$ cat src/rtl/pwm_setpoint_ramp.sv
// Slew-rate limiter feeding the PWM modulator setpoint.
// Moves toward an accepted target by at most STEP every TICKS_PER_STEP periods.
module pwm_setpoint_ramp #(
    parameter int MOD_WIDTH      = 8,
    parameter int STEP           = 1,
    parameter int TICKS_PER_STEP = 1,
    parameter int RESET_VALUE    = 0
) (
    input  logic                 clk,
    input  logic                 rst,
    input  logic [MOD_WIDTH-1:0] target,
    input  logic                 target_valid,
    output logic                 target_ready,
    input  logic                 period_tick,
    output logic [MOD_WIDTH-1:0] mod_setpoint,
    output logic                 busy,
    output logic                 done
);

    localparam int PW = (TICKS_PER_STEP > 1) ? $clog2(TICKS_PER_STEP) : 1;
    localparam logic [PW-1:0]        LAST   = PW'(TICKS_PER_STEP - 1);
    localparam logic [MOD_WIDTH:0]   STEP_W = (MOD_WIDTH+1)'(STEP);
    localparam logic [MOD_WIDTH-1:0] RST_W  = MOD_WIDTH'(RESET_VALUE);

    typedef enum logic {S_IDLE, S_RAMP} state_t;

    state_t               r_state;
    state_t               w_state_next;
    logic [MOD_WIDTH-1:0] r_setpoint;
    logic [MOD_WIDTH-1:0] r_target;
    logic [MOD_WIDTH-1:0] w_next_sp;
    logic [PW-1:0]        r_presc;
    logic                 r_tick_d;
    logic                 r_done;
    logic                 w_rise;
    logic                 w_accept;
    logic                 w_step;
    logic                 w_up;
    logic                 w_ready;
    logic                 w_busy;
    logic [MOD_WIDTH:0]   w_diff;
    logic [MOD_WIDTH:0]   w_delta;

    assign w_rise   = period_tick & ~r_tick_d;
    assign w_accept = target_valid & w_ready;
    assign w_step   = w_busy & w_rise & (r_presc == LAST);

    // Extra bit keeps the difference and the move free of wrap-around.
    assign w_up    = r_target > r_setpoint;
    assign w_diff  = w_up ? ({1'b0, r_target} - {1'b0, r_setpoint})
                          : ({1'b0, r_setpoint} - {1'b0, r_target});
    assign w_delta = (w_diff > STEP_W) ? STEP_W : w_diff;
    assign w_next_sp = MOD_WIDTH'(w_up ? ({1'b0, r_setpoint} + w_delta)
                                       : ({1'b0, r_setpoint} - w_delta));

    always_ff @(posedge clk or posedge rst) begin
        if (rst) begin
            r_state <= S_IDLE;
        end else begin
            r_state <= w_state_next;
        end
    end

    always_comb begin
        w_state_next = r_state;
        unique case (r_state)
            S_IDLE: begin
                if (target_valid && (target != r_setpoint)) begin
                    w_state_next = S_RAMP;
                end
            end
            S_RAMP: begin
                if (w_step && (w_next_sp == r_target)) begin
                    w_state_next = S_IDLE;
                end
            end
        endcase
    end

    always_comb begin
        w_ready = 1'b0;
        w_busy  = 1'b0;
        unique case (r_state)
            S_IDLE: w_ready = 1'b1;
            S_RAMP: w_busy  = 1'b1;
        endcase
    end

    // A tick seen in the accept cycle only clears the prescaler.
    always_ff @(posedge clk or posedge rst) begin
        if (rst) begin
            r_setpoint <= RST_W;
            r_target   <= RST_W;
            r_presc    <= '0;
            r_tick_d   <= 1'b0;
            r_done     <= 1'b0;
        end else begin
            r_tick_d <= period_tick;
            r_done   <= 1'b0;
            if (w_accept) begin
                r_target <= target;
                r_presc  <= '0;
                if (target == r_setpoint) begin
                    r_done <= 1'b1;
                end
            end else if (w_busy && w_rise) begin
                if (r_presc == LAST) begin
                    r_presc    <= '0;
                    r_setpoint <= w_next_sp;
                    if (w_next_sp == r_target) begin
                        r_done <= 1'b1;
                    end
                end else begin
                    r_presc <= r_presc + PW'(1);
                end
            end
        end
    end

    assign target_ready = w_ready;
    assign busy         = w_busy;
    assign done         = r_done;
    assign mod_setpoint = r_setpoint;

endmodule

$ cat config.mk
export PLATFORM = sky130hd
export DESIGN_NAME = pwm_setpoint_ramp
export DESIGN_NICKNAME = d
export VERILOG_FILES = /design/src/rtl/pwm_setpoint_ramp.sv
export SDC_FILE = /design/constraint.sdc
export NUM_CORES = 1
export LEC_CHECK = 0
export CORE_MARGIN = 2
export CORE_UTILIZATION = 60
export CTS_CLUSTER_DIAMETER = 80
export DETAILED_ROUTE_END_ITERATION = 10
export GPL_TIMING_DRIVEN = 0
export PLACE_DENSITY = 0.91
export SYNTH_ARGS = -nofsm -noshare
export SYNTH_HDL_FRONTEND = slang
export SYNTH_SLANG_ARGS = --single-unit
$ cat constraint.sdc
create_clock -name clk -period 14.6 [get_ports clk]
set_input_delay 3.65 -clock clk [delete_from_list [all_inputs] [get_ports clk]]
set_output_delay 3.65 -clock clk [all_outputs]
set_load 0.02 [all_outputs]
==> metrics.md, run 1 <==
| Metric | Value |
|---|---|
| Status | `finished, final reports clean` |
| Diodes inserted | `0` |
| Crit path max-delay family | `simple AND/OR/NAND/NOR gates` |
| CTS Buffer Depth | `2` |
| Met3 Usage GRT | `0.0186` |
| Max Fanout on Critical Path | `7` |
| Avg Inst Size Synth | `8.00 um^2` |
| GR peak layer | `met2` |
| Post_cts resized | `0` |
| Total gr overflow | `0` |
| Initial Util | `0.635` |
| Post-Route WL | `5.91 mm` |
| CP Buf/Inv Count | `1` |
| Post-detail-place hpwl | `4.78 mm` |
| Synthesized instance count | `295` |
| Fin crit period | `6140 ps` |
| Hold Violations, Final | `0` |
| Largest net degree at the start of global routing | `20` |
| Synth Warn # | `0` |
| Worst-margin pin slew | `742 ps` |
| Reg-to-Reg Start | `mod_setpoint[7]` |
| Hold Path Class | `reg2reg` |
| Number of global-route vias before repair | `2,079` |
| CTS H-tree depth | `1` |
| Critical Path Source | `period_tick` |
| Placed Area | `0.00264 mm^2` |
| Clock latency on the worst-skew pair | `260 ps` |
| Initial antenna violation count | `0` |
| Met2 global-route usage | `0.479` |
| CP Launch Type | `input port` |
| RD Place Congestion | `0.965` |
| Most used DFF post-synth | `dfrtp_1` |
| Slew headroom | `0.505` |
| Final worst-path cycle share | `0.421` |
| Seq/Total Area, Yosys | `0.201` |
| Row Count | `22` |
| Hold buffers post-CTS | `0` |
| Syn nets | `334` |
| PortBufs | `22` |
| First-pass GRT wire length | `9.81 mm` |
| Detailed Route Iter0 Violations | `167` |
| DR DRC count | `0` |
| RSZ-0062 raised after global routing | `false` |
| Number of flops mapped to enable cells by yosys | `0` |
| Drt wl/cell | `16.0 um` |
| Fmax | `163 MHz` |
| I/O Pins | `23` |
| Die X | `66.7 um` |
| Cells after DPL | `365` |
| Setup bufs post-CTS | `0` |
| Final nets | `361` |
| Layout cell share with drive strength beyond 1 | `0.0530` |
| Worst Hold Launch | `mod_setpoint[0]` |
| Worst endpoint required time | `14,740 ps` |
| CP Data Arrival Time | `6280 ps` |
| Clk sinks | `19` |
| Synth-to-layout area growth | `13.8%` |
| Filler cells | `320` |
| Critical path class | `in2reg` |
| Final cell count without fillers | `369` |
| Met1 usage | `0.407` |
| Synth unique cells | `55` |
| CTS Root Cell | `clkbuf_8` |
| Total core area | `0.00372 mm^2` |
| Post-synth ARST share | `1.00` |
| Avg Vias per Cell | `6.05` |
| Pre-antenna DRT Iters | `4` |
| Post-route ant nets | `0` |
| Clock transition time at the flip-flop clock pins of the worst setup and hold paths | `70 ps` |
| Cells along the critical path | `clkdlybuf4s50_1 -> nand3b_1 -> a211o_1 -> nor4_1 -> nor3b_1 -> nand4b_1 -> or4_1 -> o21ai_0 -> o41ai_1` |
| Crit path max-delay cell type | `clkdlybuf4s50_1` |
| Max-slew violations | `0` |
| Final setup viols | `0` |
| Netlist area before placement | `0.00236 mm^2` |
| Die Ht | `66.7 um` |
| Global Route Usage Sum | `0.293` |
| Vias | `2,231` |
| CTS buffer count | `3` |
| Area of the die | `0.00445 mm^2` |
| Cell area after layout | `0.00269 mm^2` |
| Setup TNS | `0 ps` |
| CP Capture Type | `flop` |
| #FFs+latches synth | `19` |
| Max-cap violations | `0` |
| Largest stage delay on the critical path | `480 ps` |
| TritonCTS clock tree | `yes` |
| Worst Clk Skew | `2.37 ps` |
## registers in the layout, summed over array words and instances (netlist names)
signal and cells:
r_target 8, r_state 1, mod_setpoint 8, r_tick_d 1, done 1
## kinds of logic after synthesis
logic type | share of synthesized area
flip-flops | 0.201
multiplexers | 0.0392
AO/OA/AOI/OAI | 0.209
other | 0.00159
AND/OR/NAND/NOR | 0.215
buffers and inverters | 0.0699
XOR/XNOR | 0.111
adder cells (fa/ha/maj) | 0.153
## metal layers
| metal | routed length [um] | share of wire | vias to the layer above |
|---|---|---|---|
| li1 | - | - | 1100 |
| met3 | 251 | 0.042 | 12 |
| met4 | 142 | 0.024 | 0 |
| met2 | 2740 | 0.46 | 65 |
| met5 | 0 | 0 | - |
| met1 | 2780 | 0.47 | 1054 |
## cells in the mapped netlist, drive strengths merged, types with 3 or more instances
cell type / n / area (um^2)
inv: 28 / 105
nor3b: 4 / 30.0
or3: 4 / 25.0
dfrtp: 19 / 475
xor2: 5 / 43.8
o2111ai: 3 / 26.3
nand2: 27 / 101
clkbuf: 9 / 33.8
mux2i: 7 / 70.1
nand4: 5 / 31.3
ha: 24 / 300
nand3b: 5 / 37.5
a21o: 6 / 45.0
a31oi: 3 / 18.8
nor3: 3 / 15.0
nor4: 3 / 18.8
xnor2: 25 / 219
or4: 3 / 26.3
a21oi: 19 / 103
fa: 3 / 60.1
o21ai: 23 / 115
nand2b: 6 / 37.5
nor2: 12 / 45.0
o41ai: 3 / 26.3
nand3: 5 / 25.0
buf: 4 / 26.3
nor2b: 5 / 31.3
o2bb2ai: 3 / 26.3
## worst reg2reg max path: cells and delay by family (launching register included)
family | cells | cell delay, ps
AND/OR/NAND/NOR | 7 | 1920
AO/OA/AOI/OAI | 7 | 1820
buffers and inverters | 4 | 800
adder cells (fa/ha/maj) | 2 | 650
flip-flops | 1 | 380
multiplexers | 1 | 240
XOR/XNOR | 1 | 100
## cells in the final DEF, fill, tap and decap left out, types with 3 or more instances in the layout
cell type / instances
inv_1: 28
nand2_1: 27
xnor2_1: 25
ha_1: 24
o21ai_0: 23
clkdlybuf4s50_1: 22
dfrtp_1: 19
a21oi_1: 17
nor2_1: 12
clkbuf_1: 10
mux2i_1: 7
nand2b_1: 6
a21o_1: 6
nand3b_1: 5
nor2b_1: 5
nand4_1: 5
nand3_1: 5
xor2_1: 5
nor3b_1: 4
or3_1: 4
buf_2: 3
o2111ai_1: 3
a31oi_1: 3
nor4_1: 3
o2bb2ai_1: 3
nor3_1: 3
o41ai_1: 3
fa_1: 3
clkbuf_8: 3
## worst paths after layout
| kind | slack [ps] | endpoint | cells past startpoint |
|---|---|---|---|
| hold reg to reg | 590 | mod_setpoint[0] | 2 |
| max in group asynchronous | 10320 | r_target[1] | 2 |
| setup / recovery | 8460 | r_state | 9 |
| hold / removal | 590 | mod_setpoint[0] | 2 |
| setup reg to reg | 8580 | r_state | 22 |
| min in group asynchronous | 3820 | mod_setpoint[6] | 2 |
## per-stage QoR
step,worst slack [ps],hold slack (ps),utilization
3_5_place_dp,8190,583,0.711
6_report,8460,590,0.723
3_3_place_gp,8210,567,0.711
5_1_grt,8000,619,0.723
4_1_cts,8460,601,0.723
2_1_floorplan,9120,559,-
## area by class of cell
cell class              instances  area (um^2)  share of cell area
repair buffers                 22          220              0.0820
multi-input cells             235         1720               0.640
inverters                      28          105              0.0391
well taps                      48         60.1              0.0224
clock buffers                   4         45.0              0.0168
plain buffers                  13         60.1              0.0224
flip-flops and latches         19          475               0.177
Power of run 1 is not shown: default switching activity piles up to over one toggle a cycle in this logic, so the estimate is an artifact.
==> inputs of run 2 (changes only) <==
--- a/config.mk
+++ b/config.mk
@@ -6,11 +6,11 @@
 export NUM_CORES = 1
 export LEC_CHECK = 0
 export CORE_MARGIN = 2
-export CORE_UTILIZATION = 60
+export CORE_UTILIZATION = 58
 export CTS_CLUSTER_DIAMETER = 80
 export DETAILED_ROUTE_END_ITERATION = 10
 export GPL_TIMING_DRIVEN = 0
-export PLACE_DENSITY = 0.91
+export PLACE_DENSITY = 0.89
 export SYNTH_ARGS = -nofsm -noshare
 export SYNTH_HDL_FRONTEND = slang
 export SYNTH_SLANG_ARGS = --single-unit
==> constraint.sdc (replaced) <==
create_clock -name clk -period 6.25 [get_ports clk]
set_input_delay 1.5625 -clock clk [delete_from_list [all_inputs] [get_ports clk]]
set_output_delay 1.5625 -clock clk [all_outputs]
set_load 0.02 [all_outputs]
==> run 2 against run 1 <==
Clock-buffer cell count is 1 lower. Register-to-register slack worse by 8200 ps. Critical path depth is 13 higher. Die area is 3.2% higher. Setup slack worse by 8000 ps. Hold slack better by 5.8 ps. First-iteration DRC count is 6.6% lower. Sequential share of layout area is 0.13 points lower. Global-route usage is 0.84 points lower. Wire length is 3.0% higher. Final cell count is 0.54% higher. Critical path type is now reg2reg. Largest cell class unchanged.
==> metrics.md, run 2 (synthesis gave the netlist of run 1 again) <==
| Metric | Value |
|---|---|
| Met1 usage | `0.369 (was 0.407)` |
| Fmax | `171 MHz` |
| Max Fanout on Critical Path | `5 (was 7)` |
| First-pass GRT wire length | `9.65 mm (was 9.81 mm)` |
| CP Capture Type | `flop (unchanged)` |
| Worst-margin pin slew | `770 ps (was 742 ps)` |
| GR peak layer | `met2 (unchanged)` |
| Synth-to-layout area growth | `14.6% (was 13.8%)` |
| TritonCTS clock tree | `yes (unchanged)` |
| Max-slew violations | `0 (unchanged)` |
| DR DRC count | `0 (unchanged)` |
| Post-detail-place hpwl | `4.79 mm (was 4.78 mm)` |
| Row Count | `23 (was 22)` |
| Total core area | `0.00397 mm^2 (was 0.00372 mm^2)` |
| Die Ht | `67.8 um (was 66.7 um)` |
| Die X | `67.8 um (was 66.7 um)` |
| Final nets | `361 (unchanged)` |
| Hold Path Class | `reg2reg (unchanged)` |
| Hold Violations, Final | `0 (unchanged)` |
| Post-Route WL | `6.09 mm (was 5.91 mm)` |
| Layout cell share with drive strength beyond 1 | `0.0685 (was 0.0530)` |
| PortBufs | `22 (unchanged)` |
| Fin crit period | `5830 ps` |
| Number of global-route vias before repair | `2,128 (was 2,079)` |
| CP Launch Type | `flop (was input port)` |
| CTS H-tree depth | `1 (unchanged)` |
| Max-cap violations | `0 (unchanged)` |
| Final worst-path cycle share | `0.933` |
| Met2 global-route usage | `0.479 (about the same)` |
| Worst Clk Skew | `8.96 ps (was 2.37 ps)` |
| Pre-antenna DRT Iters | `5 (was 4)` |
| Post-route ant nets | `0 (unchanged)` |
| Final setup viols | `0 (unchanged)` |
| Worst endpoint required time | `6390 ps (was 14,740 ps)` |
| CTS Buffer Depth | `2 (unchanged)` |
| Critical path class | `reg2reg (was in2reg)` |
| Initial Util | `0.595 (was 0.635)` |
| Vias | `2,222 (was 2,231)` |
| Clk sinks | `19 (unchanged)` |
| Hold buffers post-CTS | `0 (unchanged)` |
| Most frequent cells in the layout | `inv_1, nand2_1, xnor2_1, ha_1 (was inv_1, nand2_1, xnor2_1, ha_1, o21ai_0)` |
| Total gr overflow | `0 (unchanged)` |
| Slew headroom | `0.486 (was 0.505)` |
| Diodes inserted | `0 (unchanged)` |
| Setup TNS | `0 ps (unchanged)` |
| RSZ-0062 raised after global routing | `false (unchanged)` |
| CTS buffer count | `3 (unchanged)` |
| Global Route Usage Sum | `0.285 (was 0.293)` |
| Largest net degree at the start of global routing | `20 (unchanged)` |
| Detailed Route Iter0 Violations | `156 (was 167)` |
| CP Data Arrival Time | `5970 ps (was 6280 ps)` |
| CTS Root Cell | `clkbuf_8 (unchanged)` |
| I/O Pins | `23 (unchanged)` |
| Avg Vias per Cell | `5.99 (was 6.05)` |
| Status | `finished, final reports clean (unchanged)` |
| Initial antenna violation count | `0 (unchanged)` |
| Area of the die | `0.00460 mm^2 (was 0.00445 mm^2)` |
| Clock latency on the worst-skew pair | `260 ps (about the same)` |
| Met3 Usage GRT | `0.0117 (was 0.0186)` |
| Drt wl/cell | `16.4 um (was 16.0 um)` |
| RD Place Congestion | `0.942 (was 0.965)` |
| Clock transition time at the flip-flop clock pins of the worst setup and hold paths | `80 ps (was 70 ps)` |
[run 2: worst paths after layout]
| check | start | end | slack (ps) | depth (start not counted) |
|---|---|---|---|---|
| min reg2reg | mod_setpoint[0] | mod_setpoint[0] | 600 | 2 |
| max in group asynchronous | rst | mod_setpoint[3] | 4030 | 2 |
| min | mod_setpoint[0] | mod_setpoint[0] | 600 | 2 |
| max reg2reg | mod_setpoint[0] | r_state | 420 | 22 |
| max | mod_setpoint[0] | r_state | 420 | 22 |
| min in group asynchronous | rst | mod_setpoint[6] | 1730 | 2 |
[run 2: metal layers]
| layer | wire length (um) | part of all wire |
|---|---|---|
| met2 | 2890 | 0.47 |
| met1 | 2650 | 0.44 |
| met5 | 0 | 0 |
| met4 | 238 | 0.039 |
| met3 | 303 | 0.050 |
[run 2: critical path: stages (launching register included)]
cell      delay (ps)
dfrtp_1          430
inv_1            100
ha_1             250
fa_1             390
nand2b_1         210
a211oi_1         200
o21ai_0          120
mux2i_1          180
or4_4            540
a22oi_1          290
nand2_1          160
inv_1             80
ha_1             210
and2_1           170
fa_1             550
xor2_1           220
o41ai_1          130
nor4_2           300
nor3b_1          220
nand4b_1         250
or4_1            450
o21ai_0          170
o41ai_1          110
[run 2: what timing repair did]
item / in CTS / in global routing
buffers inserted: 0 / 1
resized for setup: 0 / 4
setup endpoints to repair: 0 / 1
[run 2: area by class of cell]
cell class / count / area (um^2)
plain buffers: 12 / 56.3
clock buffers: 3 / 41.3
clock inverters: 1 / 5.00
fillers: 328 / 1260
inverters: 28 / 105
multi-input cells: 235 / 1730
flip-flops and latches: 19 / 475
well taps: 50 / 62.6
repair buffers: 23 / 228
[run 2: per-stage QoR]
step	cell area, um^2	util	std cells	hold slack, ps	setup WS [ps]
after CTS	2690	0.677	371	605	241
after global routing	2710	0.681	371	655	8.14
after global placement	2640	0.666	367	571	369
final	2710	0.681	371	596	417
after floorplan	2360	-	295	559	994
after detailed placement	2640	0.666	367	588	275
Power of run 2 is left out for the same reason.
